File: src/rtl/pos_tracker_pkg.sv
// Shared types and helpers for the pos_tracker pushbutton position tracker.
package pos_tracker_pkg;

  typedef enum logic [1:0] {
    ARM   = 2'b00,
    COUNT = 2'b01,
    ALARM = 2'b10
  } alarm_state_t;

  function automatic int pos_w_calc(input int range);
    return $clog2(range + 1) + 1;
  endfunction

endpackage

File: src/rtl/edge_pulse.sv
// Rising-edge qualifier: a single-cycle pulse on the first sampled-high cycle of a.
module edge_pulse (
  input  logic clk,
  input  logic reset,
  input  logic a,
  output logic y
);

  logic r_q;

  always_ff @(posedge clk or negedge reset) begin
    if (!reset) r_q <= 1'b0;
    else        r_q <= a;
  end

  assign y = a & ~r_q;

endmodule

File: src/rtl/pos_tracker.sv
// Left/right saturating position tracker with a push-against-end hold alarm.
// Define POS_TRACKER_WRAP_EN to wrap at the ends instead (alarm then tied low).
module pos_tracker
  import pos_tracker_pkg::*;
#(
  parameter  int RANGE       = 3,
  parameter  int HOLD_CYCLES = 4,
  localparam int POS_W       = pos_w_calc(RANGE)
) (
  input  logic                    clk,
  input  logic                    reset,
  input  logic                    l_in,
  input  logic                    r_in,
  output logic signed [POS_W-1:0] pos,
  output logic                    at_left,
  output logic                    at_right,
  output logic                    step,
  output logic                    alarm
);

  localparam logic signed [POS_W-1:0] P_MAX = POS_W'(RANGE);
  localparam logic signed [POS_W-1:0] P_MIN = -P_MAX;
  localparam logic signed [POS_W-1:0] P_ONE = POS_W'(1);

  logic                    w_lp, w_rp;
  logic signed [POS_W-1:0] r_pos, w_next;
  logic                    r_step;

  edge_pulse u_left  (.clk(clk), .reset(reset), .a(l_in), .y(w_lp));
  edge_pulse u_right (.clk(clk), .reset(reset), .a(r_in), .y(w_rp));

  assign at_left  = (r_pos == P_MIN);
  assign at_right = (r_pos == P_MAX);

  always_comb begin
    w_next = r_pos;
    if (w_lp && !w_rp) begin
`ifdef POS_TRACKER_WRAP_EN
      w_next = at_left ? P_MAX : r_pos - P_ONE;
`else
      w_next = at_left ? r_pos : r_pos - P_ONE;
`endif
    end else if (w_rp && !w_lp) begin
`ifdef POS_TRACKER_WRAP_EN
      w_next = at_right ? P_MIN : r_pos + P_ONE;
`else
      w_next = at_right ? r_pos : r_pos + P_ONE;
`endif
    end
  end

  always_ff @(posedge clk or negedge reset) begin
    if (!reset) begin
      r_pos  <= '0;
      r_step <= 1'b0;
    end else begin
      r_pos  <= w_next;
      r_step <= (w_next != r_pos);
    end
  end

  assign pos  = r_pos;
  assign step = r_step;

`ifdef POS_TRACKER_WRAP_EN
  assign alarm = 1'b0;
`else
  localparam int CW = $clog2(HOLD_CYCLES + 1);

  logic          w_push;
  alarm_state_t  r_state;
  logic [CW-1:0] r_cnt;
  logic          r_alarm;

  // Level-based: holding a button against the end counts every cycle, not just the pulse.
  assign w_push = (at_left & l_in & ~r_in) | (at_right & r_in & ~l_in);

  always_ff @(posedge clk or negedge reset) begin
    if (!reset) begin
      r_state <= ARM;
      r_cnt   <= '0;
      r_alarm <= 1'b0;
    end else begin
      case (r_state)
        ARM: begin
          if (w_push) begin
            r_cnt <= CW'(1);
            if (HOLD_CYCLES == 1) begin
              r_state <= ALARM;
              r_alarm <= 1'b1;
            end else begin
              r_state <= COUNT;
            end
          end
        end
        COUNT: begin
          if (!w_push) begin
            r_state <= ARM;
            r_cnt   <= '0;
          end else if (r_cnt == CW'(HOLD_CYCLES - 1)) begin
            r_state <= ALARM;
            r_alarm <= 1'b1;
          end else begin
            r_cnt <= r_cnt + CW'(1);
          end
        end
        ALARM: begin
          if (!w_push) begin
            r_state <= ARM;
            r_cnt   <= '0;
            r_alarm <= 1'b0;
          end
        end
        default: begin
          r_state <= ARM;
          r_cnt   <= '0;
          r_alarm <= 1'b0;
        end
      endcase
    end
  end

  assign alarm = r_alarm;
`endif

endmodule

File: config.mk
export PLATFORM = sky130hd
export DESIGN_NAME = pos_tracker
export DESIGN_NICKNAME = d
export VERILOG_FILES = /design/src/rtl/pos_tracker_pkg.sv /design/src/rtl/edge_pulse.sv /design/src/rtl/pos_tracker.sv
export SDC_FILE = /design/constraint.sdc
export NUM_CORES = 1
export LEC_CHECK = 0
export ABC_AREA = 0
export BUFFER_PORTS_ARGS = -buffer_cell sky130_fd_sc_hd__buf_2
export CELL_PAD_IN_SITES_DETAIL_PLACEMENT = 1
export CELL_PAD_IN_SITES_GLOBAL_PLACEMENT = 1
export CORE_MARGIN = 2
export CORE_UTILIZATION = 41
export CTS_CLUSTER_SIZE = 8
export DETAILED_ROUTE_END_ITERATION = 8
export PLACE_DENSITY = 0.75
export SYNTH_ARGS = -nofsm -noshare
export SYNTH_HDL_FRONTEND = slang
export SYNTH_SLANG_ARGS = --single-unit
File: constraint.sdc
create_clock -name clk -period 2.1 [get_ports clk]
set_clock_uncertainty 0.1 [all_clocks]
set_input_delay 0.21 -clock clk [delete_from_list [all_inputs] [get_ports clk]]
set_output_delay 0.21 -clock clk [all_outputs]
set_load 0.02 [all_outputs]
=== Yosys cells after proc, flatten, opt, wreduce, memory -nomap -nowiden ===
Cells that the tools add are included.

* Register bits after elaboration: 12
* Input port bits: 4
* Output and inout port bits: 7
* Word-level logic and storage cells: 60

* Add/sub/neg operators: 3
* Eq/ne operators: 12
* Muxes and demuxes: 18
* Bitwise operators: 12
* Reductions and logical operators: 8

{| class="wikitable"
|+ Operators with widths
! kind !! count
|-
| 2-to-1 mux 3 bit || 8
|-
| one-hot mux 3 bit (3 select lines) || 1
|-
| 2-to-1 mux 2 bit || 4
|-
| != test 2 bit (second input constant) || 4
|-
| bitwise AND 1 bit || 6
|-
| == test 3 bit (second input constant) || 2
|-
| != test 3 bit (second input constant) || 2
|-
| one-hot mux 2 bit (3 select lines) || 1
|-
| AND reduction 3 bit || 2
|-
| inverter 1 bit || 5
|-
| AND reduction 4 bit || 1
|-
| adder 3 x 1 -> 3 bit (second input constant) || 1
|-
| adder 3 x 2 -> 3 bit (second input constant) || 1
|-
| == test 3 x 2 -> 1 bit (second input constant) || 1
|-
| 2-to-1 mux 1 bit || 3
|-
| != test 3 bit || 1
|-
| one-hot mux 1 bit (3 select lines) || 1
|-
| subtractor 3 x 2 -> 3 bit (second input constant) || 1
|-
| == test 2 x 1 -> 1 bit (second input constant) || 1
|-
| == test 2 bit (second input constant) || 1
|-
| logical AND 1 bit || 2
|-
| logical NOT 1 bit || 2
|-
| logical NOT 2 bit || 1
|-
| bitwise OR 1 bit || 1
|}

=== Longest topological paths before layout ===
Gate-level depths: netlist of run 1.

* Depth after elaboration: 7
* Gate-level depth with buffers: 7
* Gate-level depth less buffers: 6

=== Hierarchy ===
From an unflattened synthesis of run 1, not the netlist that was laid out.

* Cells, all modules: 75
* Area, all modules: 726.9 um^2

{| class="wikitable"
|+ Modules (own cells, without submodules)
! module !! times used !! cells an instance !! area each (um^2) !! sequential area each (um^2)
|-
| pos_tracker || 1 || 71 || 649.4 || 250.2
|-
| edge_pulse || 2 || 2 || 38.8 || 25.0
|}

=== Least setup slack after synthesis of run 1 ===
No wires, ideal clock.

* Path type: flip-flop to flip-flop
* From: reg r_pos[0] (netlist: pos[0])
* To: reg r_pos[1] (netlist: pos[1])
* Library setup time: 0.124 ns
* Data arrival time: 1.524 ns
* Required time: 1.876 ns
* Setup slack: 0.351 ns
* Cell stages (with the launch flop): 6
* Path buffers: 0
* Clock period less this slack: 1.749 ns
* Path through: dfrtp_1 ha_1 nor2b_2 or3_4 mux2i_1 o21ai_1

* Longest elaborated chain between the ends: 4
* Elaborated cells between the ends (all ways): 8
* Classes of those cells: add/sub (2); eq/ne (2); mux (4)

{| class="wikitable"
|+ RTL lines
! what !! line !! RTL
|-
| from (decl) || pos_tracker.sv:26 || <nowiki>logic signed [POS_W-1:0] r_pos, w_next;</nowiki>
|-
| from (signal assigned) || pos_tracker.sv:57 || <nowiki>r_pos <= w_next;</nowiki>
|-
| == test 3 bit || pos_tracker.sv:33 || <nowiki>assign at_right = (r_pos == P_MAX);</nowiki>
|-
| net at_right || pos_tracker.sv:16 || <nowiki>output logic at_right,</nowiki>
|-
| 2-to-1 mux 3 bit || pos_tracker.sv:47 || <nowiki>w_next = at_right ? r_pos : r_pos + P_ONE;</nowiki>
|-
| 2-to-1 mux 3 bit || pos_tracker.sv:43 || <nowiki>end else if (w_rp && !w_lp) begin</nowiki>
|-
| 2-to-1 mux 3 bit || pos_tracker.sv:37 || <nowiki>if (w_lp && !w_rp) begin</nowiki>
|-
| net w_next[1] || pos_tracker.sv:26 ||
|}

The timed path passes the listed nets, and every way through them passes these cells.
A chain may end at the register's enable or synchronous reset.

=== Final worst setup path of run 1 ===
* From: reg r_pos[0] (netlist: pos[0])
* To: reg r_pos[1] (netlist: pos[1])

* Longest elaborated chain between the ends: 4
* Elaborated cells between the ends (all ways): 8
* Classes of those cells: add/sub (2); eq/ne (2); mux (4)

{| class="wikitable"
|+ RTL lines
! what !! line
|-
| adder 3 x 2 -> 3 bit or == test 3 bit (tied branches) || pos_tracker.sv:47, pos_tracker.sv:33
|-
| 2-to-1 mux 3 bit || pos_tracker.sv:47
|-
| 2-to-1 mux 3 bit || pos_tracker.sv:43
|-
| 2-to-1 mux 3 bit * || pos_tracker.sv:37
|-
| net w_next[1] || pos_tracker.sv:26
|}

The timed path passes the listed nets; every way through them passes the cells marked *.

==> results of run 1 <==
==> through the flow <==
step	area, um^2	hold WS (ns)	setup WS [ns]	cells
6_report	821	0.242	0.407	100
5_1_grt	821	0.263	0.263	100
4_1_cts	821	0.238	0.389	100
3_5_place_dp	754	0.00781	0.397	93
3_3_place_gp	754	0.00933	0.452	93
2_1_floorplan	697	-0.186	0.351	70
==> routing by layer <==
layer / wire [um] / share of wire [%] / vias to the layer above / global-route usage (%)
li1: - / - / 278 / -
met1: 677 / 46 / 250 / 23.3
met2: 724 / 49 / 12 / 29.4
met3: 72 / 4.9 / 0 / 6.40
met4: 0 / 0 / 0 / 6.47
met5: 0 / 0 / - / 0
==> layout by cell type (no fill, tap or decap), types with 2 or more instances in the layout <==
cell type and instances:
a221oi_1 2, o211ai_1 2, nand4b_1 3, nor2_1 4, inv_1 3, ha_1 5
nor2b_1 2, clkbuf_4 3, buf_2 10, dfrtp_1 12, a31oi_1 2, xor2_1 2
o21ai_0 5, nand2_1 7, dlygate4sd3_1 3, nand3_1 2
==> cell usage after synthesis, types with 2 or more instances <==
master    number  share of area, %
inv_1          3               1.6
o21ai_0        5               3.6
clkbuf_1       2               1.1
nand4b_1       3               3.8
nand3_1        2               1.4
dfrtp_1       12                43
a221oi_1       2               2.5
a31oi_1        2               1.8
nor2_1         4               2.2
ha_1           5               9.0
xor2_1         2               2.5
nor2b_1        2               1.8
o211ai_1       2               2.2
nand2_1        7               3.8
==> registers in the layout (all words and copies together) (netlist names) <==
| name | flops |
|---|---|
| alarm | 1 |
| pos | 3 |
| r_cnt | 3 |
| r_state | 2 |
| step | 1 |
| u_left.r_q | 1 |
| u_right.r_q | 1 |
==> final cells by class <==
type	instances	area [um^2]	area share [%]
well taps	16	20.0	2.44
flip-flops and latches	12	300	36.6
clock buffers	4	36.3	4.42
repair buffers	13	80.1	9.76
multi-input cells	52	373	45.4
inverters	3	11.3	1.37
==> kinds of logic (layout without fill, tap and decap cells) <==
family,after synthesis,count (layout),share of synthesized area [%]
buf+inv,6,20,3.41
fa+ha+maj,5,5,8.98
mux,2,2,3.05
compound gates,15,15,13.8
xor+xnor,3,3,3.77
simple gates,27,27,23.9
flops,12,12,43.1
==> critical path, cell delays in order (launching register included) <==
cell and delay (ns):
dfrtp_1 0.42, ha_1 0.25, nor2b_2 0.17, or3_4 0.42, mux2i_1 0.15, o21ai_1 0.07
==> where the power goes <==
group / switching, mW / total, mW / internal (mW)
Clock: 0.0780 / 0.183 / 0.105
Combinational: 0.251 / 0.448 / 0.197
Sequential: 0.0771 / 0.370 / 0.293
Total: 0.406 / 1.00 / 0.596
==> worst paths after layout <==
path / startpoint / endpoint / slack (ns) / cells after the start
min in group clk: alarm / alarm / 0.47 / 2
setup / recovery: pos[0] / pos[1] / 0.41 / 5
hold / removal: reset / r_cnt[2] / 0.24 / 2
hold reg to reg: alarm / alarm / 0.47 / 2
setup reg to reg: pos[0] / pos[1] / 0.41 / 5
max in group asynchronous: reset / r_cnt[0] / 1.45 / 2
==> results.toml, run 1 <==
[synthesis]
syn_area_um2 = 697
syn_avg_cell_area_um2 = 9.96
ys_ff_latch = 12
yosysSeqAreaShare_pct = 43.1
yosysWarnings = 0
async_flop_share_pct = 100
syn_nets = 79
ys_types = 31
synthCells = 70
synth_edf_count = 0
synth-main-ff-cell = "dfrtp_1"

[floorplanning]
die_w_um = 45.2
rows = 14
num_io_pins = 11
dieArea_um2 = 2050
core_area_um2 = 1540
die_height_um = 45.2
initial_core_util_pct = 45.2

[route]
drt_wl_total_um = 1470
routedWlPerCell_um = 14.7
drt_pre_antenna_iters = 3
drc = 0
viasPerCell = 5.40
vias = 540
drt_iter0_drc = 1
drt.antenna.violating_nets = 0

[sta]
fmax_mhz = 591
tightest_slew_ns = 0.337
drv_slew = 0
report.final.hold_viol_count = 0
final.setup.tns_ns = 0
period_needed_ns = 1.69
setup_viol_count_final = 0
rsz0062_at_grt = "no"
fin_crit_sh_pct = 80.6
timing.slew.headroom_pct = 77.5

[run]
drv_cap = 0

[clock_network]
clkTransAtPathRegs_ns = 0.07
cts_setup_buffers = 0
cts_resized = 0
htree_levels = 1
cts_buffer_depth = 2
holdBufCountCts = 3
clock_latency_ns = 0.27
cts-root-buf = "clkbuf_4"
numCtsBuffers = 3
cts_tree = "built"
numClockSinks = 12

[global_routing]
grt.overflow.total = 0
track_usage_pct = 18.5
first_global_vias = 587
antenna_found_initial = 0
grt_pass1_wl_um = 2640
grt_max_degree = 13

[critical_path]
critical_path.startpoint_type = "register"
crit_type = "register to register"
arrival_ns = 1.76
end_kind = "register"
cp_max_fo = 4
worstPathRequired_ns = 2.16

[finish]
layout-drive-gt1-share_pct = 23.8
n_antenna_cell = 0
fillers = 182
nets = 94
post-route-util_pct = 53.2
area_growth_pct = 17.8

[place]
place_congestion = 0.736
place_hpwl_um = 1100
portBuffers = 10

[power]
leakage_nw = 0.385
powerDensity_nw_per_um2 = 1220
vdd.ir_drop.worst_uv = 620
finalPower_mw = 1.00

[run_status]
status = "completed"

[hold_path]
min_path_type = "input pin to async pin"
Note: power is estimated with default switching activity, not from simulation.
==> inputs of run 2 (changes only) <==
ABC_AREA = 1   (was 0)
CORE_UTILIZATION = 40   (was 41)
PLACE_DENSITY = 0.76   (was 0.75)
clock period = 1.6 ns   (was 2.1 ns; I/O delays follow)
==> run 2 against run 1 <==
Effect of this change:
- wire length rose by 9.1%
- cell count rose by 18%
- utilization rose by 0.90 points
- clock-buffer cell count fell by 1
- first-iteration DRC count rose by 100%
- largest cell class unchanged
- largest power group unchanged
- highest routed layer is now met4
==> results.toml, run 2 <==
[synthesis]
ys_types = 20
ys_ff_latch = 12
synthCells = 82
syn_area_um2 = 703
synth-main-ff-cell = "dfrtp_1"
synthTopCellsByCount = "nand2_1, inv_1, dfrtp_1"
syn_avg_cell_area_um2 = 8.58
yosysMostFrequentCell = "nand2_1"
synth_edf_count = 0
synth_largest_area_cell = "dfrtp_1"
yosysSeqAreaShare_pct = 42.7
yosysWarnings = 0
async_flop_share_pct = 100
synth_top_area_share_pct = 42.7
synth.area.top_cells = "dfrtp_1, ha_1, nand2_1"
syn_nets = 91

[route]
drt_iter0_drc = 2
drc = 0
top_layer = "met4"
drt.antenna.violating_nets = 0
drt_pre_antenna_iters = 4
viasPerCell = 5.19
routedLengthMet1_um = 743
wl_met2_um = 776
routedWlPerCell_um = 13.6
drt_wl_total_um = 1610
vias = 612
wl_met3_um = 59

[finish]
final_common_cell = "nand2_1"
layout_common_cells = "nand2_1, inv_1, dfrtp_1, buf_2"
fillers = 199
seqCellArea_um2 = 303
nets = 112
post-route-util_pct = 54.1
area_growth_pct = 30.1
n_antenna_cell = 0
layout-drive-gt1-share_pct = 36.6
multiInputGateArea_um2 = 399

[sta]
drv_slew = 0
final.setup.tns_ns = 0
rsz0062_at_grt = "yes"
fin_crit_sh_pct = 95.1
setup_viol_count_final = 0
tightest_slew_ns = 0.318
timing.hold.ws_ns = 0.182
period_needed_ns = 1.52
timing.slew.headroom_pct = 78.8
report.final.hold_viol_count = 0
fmax_mhz = 657

[floorplanning]
dieArea_um2 = 2110
die_height_um = 45.9
die_w_um = 45.9
rows = 15
initial_core_util_pct = 41.6
core_area_um2 = 1690
num_io_pins = 11

[clock_network]
htree_levels = 1
clkTransAtPathRegs_ns = 0.08
cts_tree = "built"
numClockSinks = 12
numCtsBuffers = 3
clock_latency_ns = 0.28
cts-root-buf = "clkbuf_4"
cts_buffer_depth = 2

[run]
drv_cap = 0

[place]
place_hpwl_um = 1140
portBuffers = 10
place_congestion = 0.703

[global_routing]
grt_pass1_wl_um = 2550
antenna_found_initial = 0
first_global_vias = 598
track_usage_pct = 17.6
grt_max_degree = 13
grt.overflow.total = 0

[critical_path]
cp_max_fo = 5
end_kind = "register"
worstPathRequired_ns = 1.67
crit_type = "register to register"
critical_path.startpoint_type = "register"
arrival_ns = 1.59

[hold_path]
min_path_type = "input pin to async pin"

[power]
powerDensity_nw_per_um2 = 1470
leakage_nw = 0.467
finalPower_mw = 1.34
vdd.ir_drop.worst_uv = 788

[run_status]
status = "completed"
## run 2: cell count changes in the layout (fill, tap and decap cells not counted), sizes merged, moves of 3 or more
cell    previous run  this run
nand3              2         9
buf               10        13
nor2               4         8
inv                3        15
o21ai              7         2
nand4b             3         0
nand2              7        20
nand4              0         4
nor2b              3         0
## run 2: repair_timing
| item | in CTS | in global routing |
|---|---|---|
| resized for setup | 1 | 12 |
| pin swaps | 0 | 6 |
| endpoints found under the setup margin | 3 | 5 |
| setup buffers | 1 | 2 |
| endpoints found under the hold margin | 14 | 0 |
| hold buffers | 3 | 0 |
## run 2: area by class of cell
class | count | area share (%)
Multi-Input combinational cell | 54 | 43.6
Tap cell | 17 | 2.33
Timing Repair Buffer | 16 | 11.2
Sequential cell | 12 | 33.1
Clock buffer | 3 | 2.46
Inverter | 16 | 7.25
## run 2: cell families (layout without fill, tap and decap cells)
| family | after synthesis | count (layout) | share of synthesized area (%) |
|---|---|---|---|
| simple gates | 41 | 41 | 32.4 |
| buf+inv | 16 | 35 | 8.72 |
| flops | 12 | 12 | 42.7 |
| compound gates | 6 | 6 | 4.81 |
| fa+ha+maj | 5 | 5 | 8.90 |
| xor+xnor | 2 | 2 | 2.49 |
## run 2: report_power, final
group | switching (mW) | total [mW] | internal [mW]
combinational | 0.400 | 0.671 | 0.271
sequential | 0.0992 | 0.479 | 0.380
clock | 0.103 | 0.191 | 0.0873
## run 2: path summary, 6_finish.rpt
kind	depth (start not counted)	endpoint	startpoint	slack (ns)
min in group clk	2	r_cnt[2]	r_cnt[2]	0.40
setup reg to reg	11	r_cnt[1]	pos[1]	0.08
max in group asynchronous	2	pos[0]	reset	0.97
hold reg to reg	2	r_cnt[2]	r_cnt[2]	0.40
setup / recovery	11	r_cnt[1]	pos[1]	0.08
hold / removal	2	pos[2]	reset	0.18
## run 2: routing by layer
layer  GRT usage (%)  vias up
met5               0        -
met1            21.8      290
li1                -      304
met3            4.76        4
met2            28.1       14
met4            8.57        0
## run 2: through the flow
stage               setup WS, ns  std cells  cell area (um^2)
global route             -0.0256        118               915
detailed placement       -0.0141        109               785
CTS                      0.00479        116               845
floorplan               0.000593         82               713
finish                    0.0784        118               915
global placement          0.0180        109               785
## run 2: critical path: stages, from the launching register on
cell and delay (ns):
dfrtp_2 0.44, inv_4 0.08, ha_4 0.13, nand2_4 0.05, clkinv_2 0.07, nand3_2 0.07, nand2_4 0.14, inv_4 0.06
nand2_4 0.07, nand3_4 0.07, nand2_1 0.06, nand2_1 0.05
